### src/rtl/conv_pkg.sv
// conv_pkg: shared definitions for the conv serial link receive side.
//   conv_deser_state_t : deserializer FSM states
//   CONV_START_BIT     : line level that opens a frame
//   conv_frame_len()   : total frame length in cycles for a given pair count
package conv_pkg;

    typedef enum logic [1:0] {
        IDLE   = 2'd0,
        DATA   = 2'd1,
        PARITY = 2'd2
    } conv_deser_state_t;

    localparam logic CONV_START_BIT = 1'b1;

    // start bit + 2*num_pairs data bits + parity bit
    function automatic int conv_frame_len(input int num_pairs);
        return 2 * num_pairs + 2;
    endfunction

endpackage

### src/rtl/conv_deser_out_reg.sv
// conv_deser_out_reg: valid/ready holding register for decoded words.
//   CLK, RESET      : clock, async active-low reset
//   good_word       : a frame passed parity this cycle (completion edge)
//   word1, word2    : decoded channel words offered with good_word
//   ready           : downstream consumes the held word on this edge
//   valid           : out1/out2 hold an unconsumed word
//   out1, out2      : held words, stable while valid=1
//   overrun         : one-cycle pulse, a good word was dropped (holder full)
module conv_deser_out_reg #(
    parameter int W = 4
) (
    input  logic         CLK,
    input  logic         RESET,
    input  logic         good_word,
    input  logic [W-1:0] word1,
    input  logic [W-1:0] word2,
    input  logic         ready,
    output logic         valid,
    output logic [W-1:0] out1,
    output logic [W-1:0] out2,
    output logic         overrun
);

    always_ff @(posedge CLK or negedge RESET) begin
        if (!RESET) begin
            valid   <= 1'b0;
            out1    <= '0;
            out2    <= '0;
            overrun <= 1'b0;
        end else begin
            overrun <= 1'b0;
            if (good_word) begin
                // A consume on the same edge frees the slot for the new word.
                if (!valid || ready) begin
                    out1  <= word1;
                    out2  <= word2;
                    valid <= 1'b1;
                end else begin
                    overrun <= 1'b1;
                end
            end else if (valid && ready) begin
                // Data keeps its last value; only the flag drops.
                valid <= 1'b0;
            end
        end
    end

endmodule

### src/rtl/conv_deserializer.sv
// conv_deserializer: samples a framed serial stream and rebuilds two
// NUM_PAIRS-bit channels, checked with even parity.
//   CLK        : clock (rising edge)
//   RESET      : async active-low reset
//   SERIAL_IN  : serial line, idles at 0
//   PAR_OUT1/2 : channel words of the last accepted frame
//   OUT_VALID  : PAR_OUT* hold an unconsumed word
//   OUT_READY  : downstream accepts the word when OUT_VALID=1
//   PARITY_ERR : one-cycle pulse, completed frame failed parity
//   OVERRUN    : one-cycle pulse, good frame dropped because holder full
module conv_deserializer
    import conv_pkg::*;
#(
    parameter int NUM_PAIRS = 4
) (
    input  logic                 CLK,
    input  logic                 RESET,
    input  logic                 SERIAL_IN,
    output logic [NUM_PAIRS-1:0] PAR_OUT1,
    output logic [NUM_PAIRS-1:0] PAR_OUT2,
    output logic                 OUT_VALID,
    input  logic                 OUT_READY,
    output logic                 PARITY_ERR,
    output logic                 OVERRUN
);

    localparam int NBITS = conv_frame_len(NUM_PAIRS) - 2;
    localparam int CW    = (NBITS > 2) ? $clog2(NBITS) : 1;
    localparam logic [CW-1:0] LAST = CW'(NBITS - 1);

    conv_deser_state_t    state;
    logic [CW-1:0]        cnt;
    logic                 par;
    logic [NUM_PAIRS-1:0] sr1, sr2;
    logic                 good_word;

    always_ff @(posedge CLK or negedge RESET) begin
        if (!RESET) begin
            state      <= IDLE;
            cnt        <= '0;
            par        <= 1'b0;
            sr1        <= '0;
            sr2        <= '0;
            PARITY_ERR <= 1'b0;
        end else begin
            PARITY_ERR <= 1'b0;
            case (state)
                IDLE: begin
                    if (SERIAL_IN == CONV_START_BIT) begin
                        state <= DATA;
                        cnt   <= '0;
                        par   <= 1'b0;
                    end
                end
                DATA: begin
                    // LSB first: shift right so the first bit lands in bit 0.
                    if (!cnt[0]) sr1 <= {SERIAL_IN, sr1[NUM_PAIRS-1:1]};
                    else         sr2 <= {SERIAL_IN, sr2[NUM_PAIRS-1:1]};
                    par <= par ^ SERIAL_IN;
                    cnt <= cnt + 1'b1;
                    if (cnt == LAST) state <= PARITY;
                end
                PARITY: begin
                    PARITY_ERR <= (SERIAL_IN != par);
                    state      <= IDLE;
                end
                default: state <= IDLE;
            endcase
        end
    end

    assign good_word = (state == PARITY) && (SERIAL_IN == par);

    conv_deser_out_reg #(.W(NUM_PAIRS)) u_out (
        .CLK       (CLK),
        .RESET     (RESET),
        .good_word (good_word),
        .word1     (sr1),
        .word2     (sr2),
        .ready     (OUT_READY),
        .valid     (OUT_VALID),
        .out1      (PAR_OUT1),
        .out2      (PAR_OUT2),
        .overrun   (OVERRUN)
    );

endmodule

### config.mk
export PLATFORM = sky130hd
export DESIGN_NAME = conv_deserializer
export DESIGN_NICKNAME = d
export VERILOG_FILES = /design/src/rtl/conv_pkg.sv /design/src/rtl/conv_deser_out_reg.sv /design/src/rtl/conv_deserializer.sv
export SDC_FILE = /design/constraint.sdc
export NUM_CORES = 1
export LEC_CHECK = 0
export ABC_AREA = 1
export CORE_UTILIZATION = 49
export DETAILED_ROUTE_END_ITERATION = 8
export PLACE_DENSITY = 0.78
export SYNTH_ARGS = -nofsm -noshare
export SYNTH_HDL_FRONTEND = slang
export SYNTH_SLANG_ARGS = --single-unit
### constraint.sdc
create_clock -name CLK -period 2.83 [get_ports CLK]
set_input_delay 0.566 -clock CLK [delete_from_list [all_inputs] [get_ports CLK]]
set_output_delay 0.566 -clock CLK [all_outputs]
set_load 0.1 [all_outputs]
# Word-level counts from Yosys, hierarchy flattened
# Index checks and enable logic that the tools add are counted.
[classes]
add_sub_neg = 1
eq_ne = 8
mux = 13
bitwise_logic = 2
n_reduce_logical = 13
[ops]
columns = ["operator", "count"]
rows = [
  ["2-bit AND reduction", 6],
  ["1-bit 2-to-1 mux", 7],
  ["3-bit one-hot mux with 2 select lines", 1],
  ["2-bit 2-to-1 mux", 2],
  ["2-bit inequality test, second input constant", 2],
  ["2-bit one-hot mux with 2 select lines", 1],
  ["2-bit nonzero test", 2],
  ["3-bit by 1-bit adder with 3-bit output, second input constant", 1],
  ["3-bit equality test, second input constant", 1],
  ["3-bit 2-to-1 mux", 1],
  ["2-bit by 1-bit equality test with 1-bit output, second input constant", 1],
  ["2-bit equality test, second input constant", 1],
  ["1-bit logical AND", 2],
  ["2-bit logical NOT", 1],
  ["2-bit by 1-bit inequality test with 1-bit output, second input constant", 1],
  ["1-bit one-hot mux with 2 select lines", 1],
  ["1-bit equality test", 1],
  ["1-bit logical NOT", 1],
  ["1-bit logical OR", 1],
  ["1-bit inequality test", 1],
  ["1-bit NOT", 1],
  ["1-bit XOR", 1],
]
[word_totals]
regBits = 25
in_bits = 4
output_inout_bits = 11
elab_cells = 47

# Depth between registers and ports, before layout
# Gate-level depths: netlist (run 1).
[logic_depth]
ltp_word = 4
ltp_mapped = 6
ltp_nobuf = 6

# Cells and area by module
# A second synthesis (run 1) with hierarchy kept.
[hier_totals]
cells_unflattened = 116
hier_area_um2 = 1118.6
[by_module_without_submodules]
columns = ["module", "n_inst", "cells_each", "area_each_um2"]
rows = [
  ["conv_deserializer", 1, 74, 659.4],
  ["conv_deser_out_reg", 1, 42, 459.2],
]

# Worst setup path after synthesis (run 1)
# OpenSTA, ideal clock, no wires.
[synth_path]
path_type = "register -> register"
start = "reg u_out.valid"
end = "reg u_out.out1[0]"
setup_ps = 122
t_arrival_ps = 1517
setup_slack_ps = 1190
path_stages_with_launch = 5
synth_period_minus_slack_ps = 1640
cell_sequence = "dfrtp_1 > nand2_1 > buf_1 > nand4_1 > nand2_1"
[synth_via]
elab_chain_cells = 3
[synth_lines]
columns = ["element", "line", "text"]
rows = [
  ["start: declaration", "conv_deser_out_reg.sv:18", "output logic valid,"],
  ["start signal: assignment", "conv_deser_out_reg.sv:26", "valid <= 1'b0;"],
  ["start signal: assignment", "conv_deser_out_reg.sv:37", "valid <= 1'b1;"],
  ["start signal: assignment", "conv_deser_out_reg.sv:43", "valid <= 1'b0;"],
  ["1-bit logical NOT", "conv_deser_out_reg.sv:34", "if (!valid || ready) begin"],
  ["1-bit logical OR", "conv_deser_out_reg.sv:34", ""],
  ["2-bit AND reduction (no line)", "-", ""],
  ["end signal: assignment", "conv_deser_out_reg.sv:35", "out1 <= word1;"],
  ["end: declaration", "conv_deser_out_reg.sv:19", "output logic [W-1:0] out1,"],
]
# Every way passes these cells.
# A chain may end at the register's enable or synchronous reset.

# Final worst setup path (run 1)
[layout_path]
start = "in SERIAL_IN"
end = "reg u_out.out1[1]"
[layout_via]
elab_chain_cells = 3
[layout_lines]
columns = ["element", "line", "text"]
rows = [
  ["start: declaration", "conv_deserializer.sv:18", "input logic SERIAL_IN,"],
  ["1-bit equality test", "conv_deserializer.sv:72", "assign good_word = (state == PARITY) && (SERIAL_IN == par);"],
  ["1-bit logical AND", "conv_deserializer.sv:72", ""],
  ["2-bit AND reduction (no line)", "-", ""],
]
# Every way passes these cells.

==> results of run 1 <==
-- routing by layer --
| metal | vias to the layer above | part of all wire | GRT usage | wire length (µm) |
|---|---|---|---|---|
| met3 | 2 | 0.029 | 0.0340 | 48 |
| met4 | 0 | 0.0079 | 0.0833 | 13 |
| met5 | - | 0 | 0 | 0 |
| met2 | 13 | 0.51 | 0.316 | 843 |
| met1 | 343 | 0.45 | 0.210 | 737 |
| li1 | 380 | - | - | - |
-- how the worst max path moves through the flow --
stage | slack, ps | end | cells past startpoint
floorplan | 1190 | u_out.out1[0]$_DFFE_PN0P_ | 4
global placement | 950 | u_out.out1[2]$_DFFE_PN0P_ | 7
detailed placement | 900 | u_out.out1[3]$_DFFE_PN0P_ | 7
CTS | 1240 | u_out.out1[3]$_DFFE_PN0P_ | 7
global route | 1090 | u_out.out1[1]$_DFFE_PN0P_ | 7
finish | 1230 | u_out.out1[1]$_DFFE_PN0P_ | 7
-- per-stage QoR --
step	hold WS, ps	utilization	instances
after CTS	492	0.614	150
after floorplan	270	-	106
after detailed placement	461	0.600	146
after global placement	459	0.600	146
final	488	0.614	150
after global routing	507	0.614	150
-- registers in the layout, indices dropped and copies added, names as in the netlist --
register / flops
sr2: 4
u_out.out2: 4
u_out.out1: 4
u_out.valid: 1
sr1: 4
par: 1
state: 2
PARITY_ERR: 1
cnt: 3
u_out.overrun: 1
-- worst min-delay path, delay by kind of cell (launching register included) --
| family | cells | cell delay [ps] |
|---|---|---|
| flip-flops | 1 | 360 |
| AND/OR/NAND/NOR | 2 | 100 |
-- cell type report --
type	instances	area, µm²	share of cell area
Clock buffer	4	26.3	0.0218
Timing Repair Buffer	15	120	0.0998
Sequential cell	25	626	0.520
Multi-Input combinational cell	70	364	0.302
Tap cell	27	33.8	0.0281
Inverter	9	33.8	0.0281
-- cells by family after synthesis --
kind of cell             synth area share
AO/OA/AOI/OAI                      0.0461
adder cells (fa/ha/maj)            0.0242
buffers and inverters              0.0412
flip-flops                          0.606
AND/OR/NAND/NOR                     0.282
-- cells in the mapped netlist --
library cell,count,share of area
nand3_1,4,0.019
o21ai_0,1,0.0048
dfrtp_1,25,0.61
inv_2,1,0.0036
buf_1,1,0.0036
a21oi_1,2,0.0097
buf_2,1,0.0048
nor2_4,2,0.022
nor2_1,4,0.015
o21ai_1,4,0.019
o22ai_1,2,0.012
inv_1,8,0.029
nand2_4,2,0.022
nor3_1,1,0.0048
nand4_1,8,0.048
nand3_4,1,0.017
ha_1,2,0.024
nand2_1,37,0.13
==> impl_results.md, run 1 <==
* CP Launch Point: SERIAL_IN
* Hold path cells at 2
* Worst Path Arrival at 1800 ps
* Reg2reg setup slack at 1580 ps
* GRT Total Usage at 0.180
* Area after DPL at 0.00118 mm²
* Htree depth at 1
* DR DRC count at 0
* Row count at 16
* DR pass1 iterations at 4
* Number of max-cap violations at 0
* RR Endpoint: u_out.out1[1]$_DFFE_PN0P_
* Clock Latency Late Sink at 300 ps
* I/O pin total at 15
* TritonCTS buffer count at 3
* Vias in the first global route at 684
* Setup TNS at 0 ps
* Crit path cell chain: clkdlybuf4s50_1 > inv_1 > nand2_1 > nand2_1 > nand3_4 > nand2_1 > nand2_1
* Commonest non-fill, non-tap cell in the layout: nand2_1
* First-pass GRT wire length at 2800 µm
* CP endpoint kind: register
* Pin count of the biggest net entering global routing at 26
* Clock root buffer: clkbuf_4
* Initial DRC count at 16
* Syn. warnings at 0
* RSZ-0062 raised after global routing: false
* CORE AREA at 0.00196 mm²
* Crit share post-route at 0.564
* Post-DP HPWL at 1230 µm
* Syn avg cell area at 9.74 µm²
* Final setup violation count at 0
* Tmin final at 1600 ps
* Clock Pin Slew Worst Setup and Hold Paths at 120 ps
* Worst-Margin Slew at 404 ps
* Ant. Diodes at 0
* CP required at 3030 ps
* CP max FO at 12
* Grt total ovfl at 0
* Worst path bufs/invs at 2
* Min-delay src: u_out.out1[2]$_DFFE_PN0P_
* Post-CTS setup buffers at 0
* Total number of vias at 738
* Antenna Nets Post-Route at 0
* Upper clock frequency limit at 626 MHz
* R2R cell count at 6
* Leading cell types in the layout, fill and taps excluded: nand2_1, dfrtp_1, buf_4
* Slowest stage delay, CP at 430 ps
* Avg WL per Cell at 10.9 µm
* Flops & latches, synth at 25
* Vias per cell at 4.92
* CTS max path bufs at 2
* Clk_skew at 4.23 ps
* Yosys cell types at 18
* Final worst slack at 1230 ps
* Hold Vio Cnt, Final at 0
* Seq/Total Area, Yosys at 0.606
* Place WS at 896 ps
* Input/output buffers at 14
* Fin. max-slew vios at 0
* Initial antenna violation count at 0
* Critical path startpoint category: input port
* Initial core utilization at 0.526
* Placer's final routability congestion estimate at 0.794
* Die area at 0.00229 mm²
* Outcome: finished clean
* Min-Delay Path Class: register to register
* Layout cells sized above 1 at 0.171
* CP dominant cell by count: nand2_1
* CP delay by family, top: simple AND/OR/NAND/NOR gates
* # clock sinks at 25
* Worst slew margin at 0.730
* Layout Nets at 130
* Slowest-stage cell, CP: clkdlybuf4s50_1
* Area Overhead vs Synth at 16.6%
* R2r startpoint: par$_DFFE_PN0P_
* Hold_buf cts at 0
* CTS tree: yes
* Fillers at 188
* Post-CTS Resized at 0
* Final Cell Area at 0.00120 mm²
* Critical path class: input port to register
* Synth Instances at 106
* DRT Wirelength at 1640 µm
* Mapped Area at 0.00103 mm²
* Post-Syn Nets at 112
* Vert. Die Dim at 47.9 µm
* Worst hold endpoint: u_out.out1[2]$_DFFE_PN0P_
* Die width at 47.9 µm
Power of run 1 is left out: the tool's default activity adds up to more than one toggle a clock period on the data nets, which glitch-free logic cannot reach.
==> run 2, diff against run 1 <==
Clock period 2.83 ns to 1.56 ns, I/O delays scaled along.
==> impl_results.md, run 2 (synthesis results as in run 1) <==
* Vert. Die Dim at 47.9 µm
* Met2 Use GR at 0.305
* First-pass GRT wire length at 2750 µm
* Met1 usage in global routing at 0.228
* Post-CTS Resized at 0
* Fin. max-slew vios at 0
* Min-Delay Path Class: input port to asynchronous set/reset pin
* Die area at 0.00229 mm²
* # clock sinks at 25
* Slowest stage delay, CP at 450 ps
* CP endpoint kind: output pin
* Clock root buffer: clkbuf_4
* R2R cell count at 5
* Htree depth at 1
* GR peak layer: met2
* Critical path class: register to output pin
* Worst-Margin Slew at 302 ps
* Initial DRC count at 18
* Worst Path Arrival at 940 ps
* Initial core utilization at 0.526
* CP required at 1250 ps
* Placer's final routability congestion estimate at 0.762
* Ant. Diodes at 0
* Input/output buffers at 14
* Leading cell types in the layout, fill and taps excluded: nand2_1, dfrtp_1, buf_12
* CTS max path bufs at 2
* Layout Nets at 135
* Clock Latency Late Sink at 320 ps
* Cell depth of the worst setup path at 1
* Post-CTS setup buffers at 0
* Outcome: finished clean
* Clk_skew at 8.17 ps
* Commonest non-fill, non-tap cell in the layout: nand2_1
* Worst slew margin at 0.798
* GRT Total Usage at 0.176
* Initial antenna violation count at 0
* CP max FO at 2
* Clock Pin Slew Worst Setup and Hold Paths at 130 ps
* RSZ-0062 raised after global routing: false
* Setup TNS at 0 ps
* Post-DP HPWL at 1330 µm
* Tmin final at 1250 ps
* Pin count of the biggest net entering global routing at 26
* Upper clock frequency limit at 800 MHz
* Hold_buf cts at 0
* Critical path startpoint category: register
* Antenna Nets Post-Route at 0
* Crit path cell chain: buf_12
* Met3 Usage GRT at 0.0226
* Avg WL per Cell at 11.4 µm
* Grt total ovfl at 0
* CORE AREA at 0.00196 mm²
* Vias in the first global route at 674
* Layout cells sized above 1 at 0.219
* DR DRC count at 0
* Total number of vias at 790
* TritonCTS buffer count at 3
* I/O pin total at 15
* DRT Wirelength at 1770 µm
* Row count at 16
* Crit share post-route at 0.801
* Final setup violation count at 0
* CP delay by family, top: flip-flops
* Vias per cell at 5.10
* Slowest-stage cell, CP: dfrtp_2
* DR pass1 iterations at 4
* Area Overhead vs Synth at 33.8%
* CTS tree: yes
* Worst path bufs/invs at 1
* Number of max-cap violations at 0
* Hold Vio Cnt, Final at 0
* Die width at 47.9 µm
[run 2: changes by cell type in the layout (fill, tap and decap cells not counted), sizes merged]
cell,before,now
buf,12,17
clkinv,0,1
clkbuf,4,3
[run 2: through the flow]
step | util | instance area, µm² | setup slack (ps) | std cells | hold slack, ps
after CTS | 0.704 | 1380 | 303 | 155 | 347
after floorplan | - | 1030 | 224 | 106 | 16.4
final | 0.704 | 1380 | 310 | 155 | 341
after global routing | 0.704 | 1380 | 211 | 155 | 364
after global placement | 0.690 | 1350 | 40.3 | 151 | 458
after detailed placement | 0.690 | 1350 | -21.0 | 151 | 463
[run 2: metal layers]
| layer | vias to the layer above | part of all wire |
|---|---|---|
| li1 | 393 | - |
| met1 | 377 | 0.45 |
| met2 | 18 | 0.51 |
| met3 | 2 | 0.030 |
| met4 | 0 | 0.0090 |
| met5 | - | 0 |
[run 2: cell type report]
type | instances | area [µm²]
clock buffers | 3 | 22.5
flip-flops and latches | 25 | 627
multi-input cells | 70 | 364
clock inverters | 1 | 5.00
well taps | 27 | 33.8
inverters | 9 | 33.8
repair buffers | 20 | 295
fillers | 153 | 581
[run 2: final timing paths]
kind | startpoint | end | slack [ps]
hold reg to reg | sr1[0]$_DFFE_PN0P_ | sr1[0]$_DFFE_PN0P_ | 500
min in group CLK | sr1[0]$_DFFE_PN0P_ | sr1[0]$_DFFE_PN0P_ | 500
setup reg to reg | state[1]$_DFFE_PN0P_ | u_out.out1[1]$_DFFE_PN0P_ | 380
hold / removal | RESET | u_out.out2[2]$_DFFE_PN0P_ | 340
setup / recovery | u_out.valid$_DFFE_PN0P_ | OUT_VALID | 310
max in group asynchronous | RESET | u_out.valid$_DFFE_PN0P_ | 970
Power of run 2 is left out for the same reason.
==> run 3, diff against run 2 <==
Clock period 1.56 ns to 1.2 ns, I/O delays scaled along.
==> impl_results.md, run 3 (synthesis results as in run 1) <==
* GRT Total Usage at 0.206
* Area of the multi-input gates at 367 µm²
* Final setup violation count at 1
* Final worst slack at -50.0 ps
* Die width at 47.9 µm
* Setup TNS at -50.0 ps
* Hold Vio Cnt, Final at 0
* CORE AREA at 0.00196 mm²
* Clk_skew at 7.13 ps
* Critical path class: register to output pin
* Failing checks: negative setup slack
* Clock Latency Late Sink at 320 ps
* Die area at 0.00229 mm²
* Worst Path Arrival at 1010 ps
* Cell depth of the worst setup path at 1
* CP delay by family, top: flip-flops
* Pin count of the biggest net entering global routing at 26
* Layout Nets at 136
* Clock Pin Slew Worst Setup and Hold Paths at 130 ps
* Final Cell Area at 0.00141 mm²
* Register Area at 631 µm²
* Crit path cell chain: buf_12
* Avg WL per Cell at 12.2 µm
* Reg2reg setup slack at 80 ps
* Worst path bufs/invs at 1
* CP Launch Point: u_out.valid$_DFFE_PN0P_
* Htree depth at 1
* Area after DPL at 0.00138 mm²
* Initial DRC count at 17
* Initial core utilization at 0.526
* Grt total ovfl at 0
* CTS max path bufs at 2
* Vias per cell at 5.22
* R2r startpoint: state[1]$_DFFE_PN0P_
* Placer's final routability congestion estimate at 0.766
* CP required at 960 ps
* Total number of vias at 814
* Row count at 16
* Slowest-stage cell, CP: dfrtp_4
* DR DRC count at 0
* Post-DP HPWL at 1490 µm
* Post-CTS setup buffers at 0
* # clock sinks at 25
* Layout cells sized above 1 at 0.233
* CP endpoint kind: output pin
* RR Endpoint: cnt[0]$_DFFE_PN0P_
* Initial antenna violation count at 0
* Crit share post-route at 1.04
* Worst-Margin Slew at 227 ps
* Vias in the first global route at 765
* Antenna Nets Post-Route at 0
* Worst slew margin at 0.849
* Number of max-cap violations at 0
* Ant. Diodes at 0
* Commonest non-fill, non-tap cell in the layout: nand2_1
* CTS tree: yes
* CP max FO at 2
* Area Overhead vs Synth at 36.2%
* Upper clock frequency limit at 800 MHz
* Fillers at 146
* Input/output buffers at 14
* Place WS at -235 ps
* Min-Delay Path Class: input port to asynchronous set/reset pin
* Fin. max-slew vios at 0
* Critical path endpoint: OUT_VALID
* Tmin final at 1250 ps
* Vert. Die Dim at 47.9 µm
* DRT Wirelength at 1900 µm
* RSZ-0062 raised after global routing: true
* Leading cell types in the layout, fill and taps excluded: nand2_1, dfrtp_1, buf_12
* First-pass GRT wire length at 3130 µm
* Outcome: finished, violations left
* R2R cell count at 4
* DR pass1 iterations at 4
* Critical path startpoint category: register
* TritonCTS buffer count at 3
* Clock root buffer: clkbuf_4
* Slowest stage delay, CP at 520 ps
* I/O pin total at 15
==> run 3: how the worst min path moves through the flow <==
stage / from / end
after floorplan: RESET / PARITY_ERR$_DFF_PN0_
after global placement: sr1[0]$_DFFE_PN0P_ / sr1[0]$_DFFE_PN0P_
after detailed placement: sr2[0]$_DFFE_PN0P_ / sr2[0]$_DFFE_PN0P_
after CTS: RESET / u_out.out2[1]$_DFFE_PN0P_
after global routing: RESET / u_out.valid$_DFFE_PN0P_
final: RESET / u_out.out2[1]$_DFFE_PN0P_
==> run 3: what timing repair did <==
action | 4_1_cts | 5_1_grt
cloned | 0 | 0
endpoints found under the setup margin | 1 | 9
hold buffers | 0 | 0
resized for setup | 0 | 2
==> run 3: layout make-up <==
type,count,share of cell area
inverters,9,0.0240
well taps,27,0.0240
repair buffers,21,0.224
multi-input cells,70,0.261
clock buffers,4,0.0187
flip-flops and latches,25,0.448
==> run 3: worst register-to-register path, delay by kind of cell, from the launching register on <==
family	cells	cell delay (ps)
flip-flops	1	430
AND/OR/NAND/NOR	2	310
buffers and inverters	1	170
AO/OA/AOI/OAI	1	100
==> run 3: stage by stage <==
stage	hold WS, ps	instances	utilization
floorplan	-55.6	106	-
global placement	482	152	0.702
detailed placement	483	152	0.702
CTS	263	156	0.715
global route	268	156	0.717
finish	253	156	0.717
==> run 3: per-layer routing <==
layer / wire length (µm) / track usage / vias up
li1: - / - / 391
met1: 789 / 0.230 / 406
met2: 1030 / 0.376 / 12
met3: 38 / 0.0264 / 5
met4: 40 / 0.111 / 0
met5: 0 / 0 / -
Power of run 3 is left out for the same reason.
